`src/rtl/line_buf_ctrl_if.sv`:
```
// Video-timing bundle between the sync source and the line-buffer controller.
// The master drives sync/valid; the slave returns RAM control and window status.
interface line_buf_ctrl_if #(
    parameter int AW = 10,
    parameter int HW = 9
);
    logic          vs_in;
    logic          de_in;
    logic [AW-1:0] ram_addr;
    logic          ram_we;
    logic          wr_sel;
    logic          rd_sel;
    logic [AW-1:0] col;
    logic [HW-1:0] row;
    logic          win_valid;
    logic          win_last;
    logic          frame_done;
    logic          resync;
    logic          ovf;
    logic [1:0]    state;

    modport master (
        output vs_in, de_in,
        input  ram_addr, ram_we, wr_sel, rd_sel, col, row,
               win_valid, win_last, frame_done, resync, ovf, state
    );

    modport slave (
        input  vs_in, de_in,
        output ram_addr, ram_we, wr_sel, rd_sel, col, row,
               win_valid, win_last, frame_done, resync, ovf, state
    );
endinterface

```
`src/rtl/line_buf_ctrl.sv`:
```
// Write-side controller for a two-line ping-pong buffer feeding a 3x3 window.
// Tracks column/row from vs/de, steers writes and flags window-valid pixels.
module line_buf_ctrl #(
    parameter int IMG_W = 640,
    parameter int IMG_H = 480,
    parameter int AW    = 10,
    parameter int HW    = 9
) (
    input  logic                 clk,
    input  logic                 rst,
    line_buf_ctrl_if.slave       bus
);

    typedef enum logic [1:0] {
        IDLE = 2'd0,
        FILL = 2'd1,
        RUN  = 2'd2,
        DONE = 2'd3
    } state_t;

    localparam logic [AW-1:0] COL_MAX  = AW'(IMG_W - 1);
    localparam logic [AW-1:0] COL_WIN  = AW'(2);
    localparam logic [HW-1:0] ROW_ONE  = HW'(1);
    localparam logic [HW-1:0] ROW_LAST = HW'(IMG_H - 1);

    state_t        state_reg, state_next;
    logic          vs_d_reg, de_d_reg;
    logic [AW-1:0] col_reg;
    logic [HW-1:0] row_reg;
    logic          wr_sel_reg;
    logic          full_reg;       // last column of this line already written
    logic          win_valid_reg, win_last_reg;
    logic          resync_reg;
    logic          ovf_reg;

    logic vs_rise, de_fall, active, at_max, sat, we, win_cond;

    always_comb begin
        vs_rise  = bus.vs_in & ~vs_d_reg;
        de_fall  = ~bus.de_in & de_d_reg;
        active   = (state_reg == FILL) || (state_reg == RUN);
        at_max   = (col_reg == COL_MAX);
        sat      = bus.de_in & at_max & full_reg;
        we       = bus.de_in & active & ~sat;
        win_cond = bus.de_in & (state_reg == RUN) & (col_reg >= COL_WIN) & ~sat;
    end

    // Frame sequencing; a new vs edge always restarts from FILL.
    always_comb begin
        state_next = state_reg;
        case (state_reg)
            IDLE: begin
                if (vs_rise) state_next = FILL;
            end
            FILL: begin
                if (vs_rise)                              state_next = FILL;
                else if (de_fall && (row_reg == ROW_ONE)) state_next = RUN;
            end
            RUN: begin
                if (vs_rise)                               state_next = FILL;
                else if (de_fall && (row_reg == ROW_LAST)) state_next = DONE;
            end
            DONE: begin
                state_next = vs_rise ? FILL : IDLE;
            end
            default: state_next = IDLE;
        endcase
    end

    always_ff @(posedge clk or posedge rst) begin
        if (rst) begin
            state_reg <= IDLE;
        end else begin
            state_reg <= state_next;
        end
    end

    always_ff @(posedge clk or posedge rst) begin
        if (rst) begin
            vs_d_reg      <= 1'b0;
            de_d_reg      <= 1'b0;
            col_reg       <= '0;
            row_reg       <= '0;
            wr_sel_reg    <= 1'b0;
            full_reg      <= 1'b0;
            win_valid_reg <= 1'b0;
            win_last_reg  <= 1'b0;
            resync_reg    <= 1'b0;
            ovf_reg       <= 1'b0;
        end else begin
            vs_d_reg      <= bus.vs_in;
            de_d_reg      <= bus.de_in;
            resync_reg    <= vs_rise & active;
            win_valid_reg <= win_cond;
            win_last_reg  <= win_cond & at_max;
            if (sat && active) begin
                ovf_reg <= 1'b1;
            end

            if (vs_rise) begin
                col_reg    <= '0;
                row_reg    <= '0;
                wr_sel_reg <= 1'b0;
                full_reg   <= 1'b0;
            end else if (active) begin
                if (de_fall) begin
                    col_reg    <= '0;
                    row_reg    <= row_reg + ROW_ONE;
                    wr_sel_reg <= ~wr_sel_reg;
                    full_reg   <= 1'b0;
                end else if (we) begin
                    // Column saturates at the line end; later pixels are dropped.
                    if (at_max) full_reg <= 1'b1;
                    else        col_reg  <= col_reg + AW'(1);
                end
            end else begin
                col_reg  <= '0;
                full_reg <= 1'b0;
                if (state_reg == IDLE) row_reg <= '0;
            end
        end
    end

    assign bus.ram_addr   = col_reg;
    assign bus.ram_we     = we;
    assign bus.wr_sel     = wr_sel_reg;
    assign bus.rd_sel     = ~wr_sel_reg;
    assign bus.col        = col_reg;
    assign bus.row        = row_reg;
    assign bus.win_valid  = win_valid_reg;
    assign bus.win_last   = win_last_reg;
    assign bus.frame_done = (state_reg == DONE);
    assign bus.resync     = resync_reg;
    assign bus.ovf        = ovf_reg;
    assign bus.state      = state_reg;

endmodule

```
`src/flat_wrapper.sv`:
```
// flat-port wrapper written by rule: the top's interface ports become plain ports
module line_buf_ctrl_flat 
#(
    parameter int IMG_W = 640,
    parameter int IMG_H = 480,
    parameter int AW    = 10,
    parameter int HW    = 9
)
  (clk, rst, bus_vs_in, bus_de_in, bus_ram_addr, bus_ram_we, bus_wr_sel, bus_rd_sel, bus_col, bus_row, bus_win_valid, bus_win_last, bus_frame_done, bus_resync, bus_ovf, bus_state);
  line_buf_ctrl_if #(.AW(AW), .HW(HW)) bus_i ();
  input  logic clk;
  input  logic rst;
  input wire logic [$bits(bus_i.vs_in)-1:0] bus_vs_in;
  input wire logic [$bits(bus_i.de_in)-1:0] bus_de_in;
  output wire logic [$bits(bus_i.ram_addr)-1:0] bus_ram_addr;
  output wire logic [$bits(bus_i.ram_we)-1:0] bus_ram_we;
  output wire logic [$bits(bus_i.wr_sel)-1:0] bus_wr_sel;
  output wire logic [$bits(bus_i.rd_sel)-1:0] bus_rd_sel;
  output wire logic [$bits(bus_i.col)-1:0] bus_col;
  output wire logic [$bits(bus_i.row)-1:0] bus_row;
  output wire logic [$bits(bus_i.win_valid)-1:0] bus_win_valid;
  output wire logic [$bits(bus_i.win_last)-1:0] bus_win_last;
  output wire logic [$bits(bus_i.frame_done)-1:0] bus_frame_done;
  output wire logic [$bits(bus_i.resync)-1:0] bus_resync;
  output wire logic [$bits(bus_i.ovf)-1:0] bus_ovf;
  output wire logic [$bits(bus_i.state)-1:0] bus_state;
  assign bus_i.vs_in = bus_vs_in;
  assign bus_i.de_in = bus_de_in;
  assign bus_ram_addr = bus_i.ram_addr;
  assign bus_ram_we = bus_i.ram_we;
  assign bus_wr_sel = bus_i.wr_sel;
  assign bus_rd_sel = bus_i.rd_sel;
  assign bus_col = bus_i.col;
  assign bus_row = bus_i.row;
  assign bus_win_valid = bus_i.win_valid;
  assign bus_win_last = bus_i.win_last;
  assign bus_frame_done = bus_i.frame_done;
  assign bus_resync = bus_i.resync;
  assign bus_ovf = bus_i.ovf;
  assign bus_state = bus_i.state;
  line_buf_ctrl #(.IMG_W(IMG_W), .IMG_H(IMG_H), .AW(AW), .HW(HW)) u_core (.clk(clk), .rst(rst), .bus(bus_i));
endmodule
```
`config.mk`:
```
export PLATFORM = sky130hd
export DESIGN_NAME = line_buf_ctrl_flat
export DESIGN_NICKNAME = d
export VERILOG_FILES = /design/src/rtl/line_buf_ctrl_if.sv /design/src/rtl/line_buf_ctrl.sv /design/src/flat_wrapper.sv
export SDC_FILE = /design/constraint.sdc
export NUM_CORES = 1
export LEC_CHECK = 0
export BUFFER_PORTS_ARGS = -buffer_cell sky130_fd_sc_hd__buf_2
export CAP_MARGIN = 40
export CORE_MARGIN = 2
export CORE_UTILIZATION = 38
export DETAILED_ROUTE_END_ITERATION = 6
export PLACE_DENSITY = 0.61
export SETUP_SLACK_MARGIN = 0.5
export SKIP_CTS_REPAIR_TIMING = 1
export SKIP_LAST_GASP = 1
export SLEW_MARGIN = 30
export SYNTH_ARGS = -nofsm -noshare
export SYNTH_HDL_FRONTEND = slang
export SYNTH_SLANG_ARGS = --single-unit
export TNS_END_PERCENT = 1
```
`constraint.sdc`:
```
create_clock -name clk -period 2.19 [get_ports clk]
set_input_delay 0.219 -clock clk [delete_from_list [all_inputs] [get_ports clk]]
set_output_delay 0.219 -clock clk [all_outputs]
set_load 0.02 [all_outputs]
```
==> qor.json, run 1 <==
{
  "synth_top_cell_by_area": "sky130_fd_sc_hd__dfrtp_1",
  "drive_above_1_share_pct": 40.3,
  "pwr-share-comb_pct": 47.7,
  "global_route.usage.met3_pct": 4.94,
  "grt-ovfl-total": 0,
  "number_of_flip_flops_under_the_largest_register_name": 10,
  "power.static_leakage_nw": 1.06,
  "antenna_violations_before_repair": 0,
  "share_clk_of_total_power_pct": 19.9,
  "vias": 1398,
  "cts_root_buffer": "sky130_fd_sc_hd__clkbuf_8",
  "timing.final.crit_period_ps": 1820,
  "final_common_cell": "sky130_fd_sc_hd__buf_2",
  "slew_headroom_pct": 56.0,
  "dieWidth_um": 69.8,
  "critPathRequiredTime_ps": 1970,
  "drt_wl_total_um": 3760,
  "numnets_final": 228,
  "sequential_cell_area_um2": 737,
  "seq_area_frac_synth_pct": 44.1,
  "grt.met1_usage_pct": 18.1,
  "post-route-period-util_pct": 83.3,
  "multi_input_comb_area_um2": 885,
  "area_growth_syn_to_layout_pct": 27.5,
  "synth_top_cells_by_area": "sky130_fd_sc_hd__dfrtp_1 (44%), sky130_fd_sc_hd__ha_1 (6.8%), sky130_fd_sc_hd__xor2_1 (5.9%)",
  "fin_hold_ws_ps": -2.52,
  "critPathMaxStageDelay_ps": 450,
  "hold_viol_final": 10,
  "grt_start_max_net_pins": 30,
  "route.detailed.wl_per_inst_um": 14.1,
  "fmaxAchievable_mhz": 548,
  "synth_area_um2": 1650,
  "timing.hold.worst.class": "in2async",
  "ir_worst_vdd_uv": 529,
  "io_pins": 43,
  "clk_path_buf_depth": 2,
  "power.share.sequential_pct": 32.4,
  "synth.distinct_cells": 46,
  "worst-slew-pin-transition_ps": 654,
  "routability_driven_placement_congestion_ratio": 0.814,
  "synth.yosys.warnings": 0,
  "post-route-drc-count": 0,
  "numClockSinks": 29,
  "worst_setup_path_start_kind": "flop",
  "p_switching_mw": 0.919,
  "tritoncts.num_buffers": 5,
  "fillerInstances": 400,
  "failed_checks": "negative hold slack",
  "crit_path_cell_trace": "ha_4, and4bb_4, and3_4, a21oi_2, buf_4",
  "grt_pass1_vias": 1349,
  "drt_first_iter_violations": 47,
  "critPathSlowestCell": "sky130_fd_sc_hd__dfrtp_2",
  "fin_skew_ps": 4.15,
  "path_class": "reg2out",
  "syn_avg_cell_area_um2": 9.86,
  "max_cap_viol_count": 0,
  "tritoncts": "built",
  "worstPathArrival_ps": 1600,
  "first_pass_grt_wire_length_um": 6290,
  "die_height_um": 69.8,
  "ys_seq_elements": 29,
  "timing.critical_path.to_type": "output pin",
  "antenna-diode-count": 0,
  "placementRows": 23,
  "groute.layer.met2.usage_pct": 28.5,
  "p_sw_share_pct": 42.9,
  "worstSkewPairLatency_ps": 280,
  "grt-busiest-layer": "met2",
  "drt_first_pass_iters": 4,
  "most-common-layout-cells": "sky130_fd_sc_hd__buf_2 (41), sky130_fd_sc_hd__nor2_1 (22), sky130_fd_sc_hd__dfrtp_1 (20)",
  "synth_fp_nets": 180,
  "h-tree-depth": 2,
  "floorplan.initialDensity_pct": 40.3,
  "final_antenna_net_count": 0,
  "powerDensity_nw_per_um2": 1020,
  "p_int_mw": 1.23,
  "port-buffer-count": 42,
  "clk_pin_slew_ps": 60,
  "run_status": "finished, violations left",
  "setup-tns-final_ps": 0,
  "grt_util_all_layers_pct": 16.1,
  "synth_cells": 167,
  "core_area_um2": 4090,
  "die_area_um2": 4880,
  "drv_slew": 0,
  "crit_fanout": 5,
  "place_hpwl_um": 2660,
  "via_per_inst": 5.26,
  "rsz0062_at_grt": "yes",
  "synth_largest_type_area_fraction_pct": 44.1,
  "finalSetupViolations": 0
}
## power by group through the flow
stage / clock network [mW] / registers [mW] / logic, mW
final: 0.427 / 0.694 / 1.02
after CTS: 0.443 / 0.697 / 0.888
after detailed placement: 0 / 0.708 / 0.883
after floorplan: 0 / 0.772 / 0.604
after global placement: 0 / 0.698 / 0.863
after global routing: 0.466 / 0.703 / 1.13
## critical path, delay by kind of cell (launching register included)
kind,cells,cell delay [ps]
flip-flops,1,450
AND/OR/NAND/NOR,2,410
adder cells (fa/ha/maj),1,170
buffers and inverters,1,160
AO/OA/AOI/OAI,1,140
## metal layers
metal | part of all wire (%) | vias up
met1 | 43 | 678
li1 | - | 677
met2 | 51 | 36
met5 | 0 | -
met4 | 1.9 | 0
met3 | 4.2 | 7
## cell families (layout without fill, tap and decap cells)
logic type	count (synthesis)	in the layout	synth area share (%)
simple gates	65	65	21.9
flops	29	29	44.1
compound gates	29	29	12.6
fa+ha+maj	9	9	6.84
xor+xnor	14	14	7.45
buf+inv	21	70	7.14
## final cells by class
type / instances / share of cell area [%]
multi-input combinational: 117 / 42.1
clock buffer: 6 / 3.46
sequential: 29 / 35.1
tap: 50 / 2.98
inverter: 8 / 1.43
clock inverter: 2 / 0.477
timing repair buffer: 54 / 14.4
## final timing paths
check | startpoint | end | slack (ps) | cells past startpoint
hold reg to reg | u_core.bus.ovf$_DFFE_PP0P_ | u_core.bus.ovf$_DFFE_PP0P_ | 490 | 1
hold / removal | rst | u_core.bus.row[8]$_DFFE_PP0P_ | -3 | 3
max in group asynchronous | rst | u_core.bus.col[1]$_DFFE_PP0P_ | 1890 | 3
setup / recovery | u_core.bus.col[0]$_DFFE_PP0P_ | bus_ram_we | 370 | 5
setup reg to reg | u_core.bus.row[2]$_DFFE_PP0P_ | u_core.bus.state[0]$_DFFE_PP0P_ | 380 | 5
min in group clk | bus_vs_in | u_core.vs_d_reg$_DFF_PP0_ | 60 | 1
## Yosys cell counts, drive strengths merged
| library cell | count |
|---|---|
| clkbuf | 2 |
| o2111ai | 2 |
| nand3 | 9 |
| or3b | 1 |
| a211oi | 1 |
| or2b | 1 |
| ha | 9 |
| o21bai | 1 |
| and2 | 3 |
| o41ai | 1 |
| o2bb2ai | 1 |
| nor3 | 2 |
| nor4b | 1 |
| a21o | 3 |
| and3 | 5 |
| nor2 | 22 |
| nand2b | 1 |
| and4bb | 1 |
| a311oi | 1 |
| buf | 11 |
| nand2 | 8 |
| o31ai | 2 |
| a31oi | 3 |
| o21ai | 7 |
| or4 | 1 |
| xnor2 | 3 |
| o311a | 1 |
| inv | 8 |
| o211ai | 1 |
| and4 | 2 |
| xor2 | 11 |
| nand4 | 3 |
| nand3b | 1 |
| a21oi | 4 |
| o211a | 1 |
| dfrtp | 29 |
| nor2b | 1 |
| nor4 | 3 |
## per-stage QoR
| step | std cells | utilization [%] | area (µm²) | worst slack [ps] | total power [mW] |
|---|---|---|---|---|---|
| detailed placement | 248 | 46.2 | 1890 | 308 | 1.59 |
| floorplan | 167 | - | 1690 | 489 | 1.38 |
| finish | 266 | 51.4 | 2100 | 367 | 2.14 |
| CTS | 256 | 48.2 | 1970 | 185 | 2.03 |
| global placement | 248 | 46.2 | 1890 | 395 | 1.56 |
| global route | 266 | 51.4 | 2100 | 314 | 2.30 |
(Power assumes the default switching activity.)
==> run 2: changes to the inputs <==
clock period = 1.9 ns   (was 2.19 ns; I/O delays follow)
==> run 2 against run 1 <==
The flow still finishes with violations (negative hold slack). Flip-flop and latch count did not move. Power rose by 18%. Clock skew rose by 3.3 ps. Register-to-register slack got worse by 260 ps. Worst hold slack got worse by 36 ps. Via count rose by 5.5%. Cell area rose by 2.0%. Largest power group unchanged.
==> qor.json, run 2 (synthesis gave the netlist of run 1 again) <==
{
  "failed_checks": {"value": "negative hold slack", "change": "unchanged"},
  "route.detailed.wl_per_inst": {"value": 14.6, "unit": "µm", "change": "was 14.1 µm"},
  "final_antenna_net_count": {"value": 0, "change": "unchanged"},
  "port-buffer-count": {"value": 42, "change": "unchanged"},
  "io_pins": {"value": 43, "change": "unchanged"},
  "worst-slew-pin-transition": {"value": 378, "unit": "ps", "change": "was 654 ps"},
  "power.share.sequential": {"value": 31.6, "unit": "%", "change": "was 32.4%"},
  "powerDensity": {"value": 1180, "unit": "nW/µm²", "change": "was 1020 nW/µm²"},
  "tritoncts": {"value": "built", "change": "unchanged"},
  "critPathRequiredTime": {"value": 2060, "unit": "ps", "change": "was 1970 ps"},
  "rsz0062_at_grt": {"value": "yes", "change": "unchanged"},
  "place_hpwl": {"value": 2910, "unit": "µm", "change": "was 2660 µm"},
  "fillerInstances": {"value": 380, "change": "was 400"},
  "final_common_cell": {"value": "sky130_fd_sc_hd__buf_2", "change": "unchanged"},
  "h-tree-depth": {"value": 2, "change": "unchanged"},
  "postLayoutCoreUtil": {"value": 52.4, "unit": "%", "change": "was 51.4%"},
  "post-route-drc-count": {"value": 0, "change": "unchanged"},
  "finalSetupViolations": {"value": 0, "change": "unchanged"},
  "timing.hold.worst.class": {"value": "in2async", "change": "unchanged"},
  "timing.critical_path.to_type": {"value": "flop", "change": "was output pin"},
  "dpl.cell_count": {"value": 258, "change": "was 248"},
  "setup_ws": {"value": 118, "unit": "ps", "change": "was 367 ps"},
  "power.static_leakage": {"value": 1.10, "unit": "nW", "change": "was 1.06 nW"},
  "floorplan.initialDensity": {"value": 40.3, "unit": "%", "change": "unchanged"},
  "most-common-layout-cells": {"value": "sky130_fd_sc_hd__buf_2 (41), sky130_fd_sc_hd__dfrtp_1 (22), sky130_fd_sc_hd__nor2_1 (21)", "change": "was sky130_fd_sc_hd__buf_2 (41), sky130_fd_sc_hd__nor2_1 (22), sky130_fd_sc_hd__dfrtp_1 (20)"},
  "clk_pin_slew": {"value": 60, "unit": "ps", "change": "about the same"},
  "first_pass_grt_wire_length": {"value": 6590, "unit": "µm", "change": "was 6290 µm"},
  "drv_slew": {"value": 0, "change": "unchanged"},
  "cts_root_buffer": {"value": "sky130_fd_sc_hd__clkbuf_8", "change": "unchanged"},
  "grt-ovfl-total": {"value": 0, "change": "unchanged"},
  "antenna_violations_before_repair": {"value": 0, "change": "unchanged"},
  "timing.final.crit_period_ps": 1780,
  "drt_first_iter_violations": {"value": 78, "change": "was 47"},
  "slew_headroom": {"value": 74.7, "unit": "%", "change": "was 56.0%"},
  "via_per_inst": {"value": 5.42, "change": "was 5.26"},
  "grt_start_max_net_pins": {"value": 30, "change": "unchanged"},
  "number_of_flip_flops_under_the_largest_register_name": {"value": 10, "change": "unchanged"},
  "final_area": {"value": 2140, "unit": "µm²", "change": "was 2100 µm²"},
  "run_status": {"value": "finished, violations left", "change": "unchanged"},
  "die_height": {"value": 69.8, "unit": "µm", "change": "unchanged"},
  "path_class": {"value": "reg2reg", "change": "was reg2out"},
  "pwr-share-comb": {"value": 46.3, "unit": "%", "change": "was 47.7%"},
  "die_area": {"value": 4880, "unit": "µm²", "change": "unchanged"},
  "fin_skew": {"value": 7.46, "unit": "ps", "change": "was 4.15 ps"},
  "hold_viol_final": {"value": 29, "change": "was 10"},
  "grt_pass1_vias": {"value": 1409, "change": "was 1349"},
  "p_int": {"value": 1.50, "unit": "mW", "change": "was 1.23 mW"},
  "p_sw_share": {"value": 40.5, "unit": "%", "change": "was 42.9%"},
  "numnets_final": {"value": 234, "change": "was 228"},
  "antenna-diode-count": {"value": 0, "change": "unchanged"},
  "core_area": {"value": 4090, "unit": "µm²", "change": "unchanged"},
  "setup-tns-final": {"value": 0, "unit": "ps", "change": "unchanged"},
  "p_switching": {"value": 1.02, "unit": "mW", "change": "was 0.919 mW"},
  "fmaxAchievable_mhz": 561,
  "vias": {"value": 1475, "change": "was 1398"},
  "drt_first_pass_iters": {"value": 4, "change": "unchanged"},
  "worst_setup_path_start_kind": {"value": "flop", "change": "unchanged"},
  "design_power_total": {"value": 2.52, "unit": "mW", "change": "was 2.14 mW"},
  "fin_hold_ws": {"value": -39.0, "unit": "ps", "change": "was -2.52 ps"},
  "stdcell_count": {"value": 272, "change": "was 266"},
  "drive_above_1_share": {"value": 41.0, "unit": "%", "change": "was 40.3%"},
  "area_growth_syn_to_layout": {"value": 30.1, "unit": "%", "change": "was 27.5%"},
  "crit_fanout": {"value": 5, "change": "unchanged"},
  "tritoncts.num_buffers": {"value": 5, "change": "unchanged"},
  "dp_slack": {"value": 96.2, "unit": "ps", "change": "was 308 ps"},
  "share_clk_of_total_power": {"value": 22.0, "unit": "%", "change": "was 19.9%"},
  "postPlaceCellArea": {"value": 1970, "unit": "µm²", "change": "was 1890 µm²"},
  "routability_driven_placement_congestion_ratio": {"value": 0.878, "change": "was 0.814"},
  "post-route-period-util_pct": 93.8,
  "worstSkewPairLatency": {"value": 280, "unit": "ps", "change": "about the same"},
  "clk_path_buf_depth": {"value": 2, "change": "unchanged"},
  "numClockSinks": {"value": 29, "change": "unchanged"},
  "placementRows": {"value": 23, "change": "unchanged"},
  "dieWidth": {"value": 69.8, "unit": "µm", "change": "unchanged"},
  "max_cap_viol_count": {"value": 0, "change": "unchanged"},
  "drt_wl_total": {"value": 3970, "unit": "µm", "change": "was 3760 µm"},
  "ir_worst_vdd": {"value": 476, "unit": "µV", "change": "was 529 µV"},
  "worstPathArrival": {"value": 1940, "unit": "ps", "change": "was 1600 ps"},
  "grt_util_all_layers": {"value": 16.8, "unit": "%", "change": "was 16.1%"}
}
==> run 2: cell count changes in the layout (fill, tap and decap cells not counted), moves of 2 or more <==
cell                       before  now
sky130_fd_sc_hd__buf_4         13   19
sky130_fd_sc_hd__dfrtp_1       20   22
sky130_fd_sc_hd__dfrtp_2        9    7
sky130_fd_sc_hd__clkbuf_8       5    7
==> run 2: power by group through the flow <==
stage / Clock [mW] / Combinational (mW) / Sequential [mW]
after global placement: 0 / 1.04 / 0.810
after floorplan: 0 / 0.715 / 0.899
after CTS: 0.576 / 1.07 / 0.809
after global routing: 0.607 / 1.29 / 0.814
after detailed placement: 0 / 1.06 / 0.820
final: 0.556 / 1.17 / 0.798
==> run 2: cell type report <==
class	instances	area, µm²	share of cell area [%]
Timing Repair Buffer	60	348	16.2
Clock inverter	1	5.00	0.234
Inverter	8	30.0	1.40
Sequential cell	29	734	34.3
Tap cell	50	62.6	2.92
Multi-Input combinational cell	117	866	40.4
Clock buffer	7	96.3	4.50
==> run 2: final timing paths <==
| kind | endpoint | from | slack (ps) | cells after the start |
|---|---|---|---|---|
| worst max-delay path | u_core.bus.state[0]$_DFFE_PP0P_ | u_core.bus.row[1]$_DFFE_PP0P_ | 120 | 7 |
| worst min-delay path | u_core.bus.row[4]$_DFFE_PP0P_ | rst | -40 | 3 |
| max in group asynchronous | u_core.bus.state[1]$_DFFE_PP0P_ | rst | 1630 | 3 |
| worst min register to register | u_core.bus.ovf$_DFFE_PP0P_ | u_core.bus.ovf$_DFFE_PP0P_ | 490 | 1 |
| min in group clk | u_core.vs_d_reg$_DFF_PP0_ | bus_vs_in | 40 | 1 |
| worst max register to register | u_core.bus.state[0]$_DFFE_PP0P_ | u_core.bus.row[1]$_DFFE_PP0P_ | 120 | 7 |
==> run 2: routing by layer <==
metal / vias to the layer above / GRT usage [%] / routed length [µm]
met5: - / 0 / 0
met4: 0 / 6.62 / 75
met3: 9 / 4.80 / 237
met2: 47 / 29.5 / 2020
met1: 731 / 19.2 / 1640
li1: 688 / - / -
==> run 2: worst max-delay path: stages (launching register included) <==
cell and delay (ps):
sky130_fd_sc_hd__dfrtp_2 430, sky130_fd_sc_hd__inv_1 70, sky130_fd_sc_hd__ha_1 120, sky130_fd_sc_hd__or3b_1 360, sky130_fd_sc_hd__nor4_2 240, sky130_fd_sc_hd__o21ai_1 120
sky130_fd_sc_hd__o31ai_1 230, sky130_fd_sc_hd__a21oi_1 100
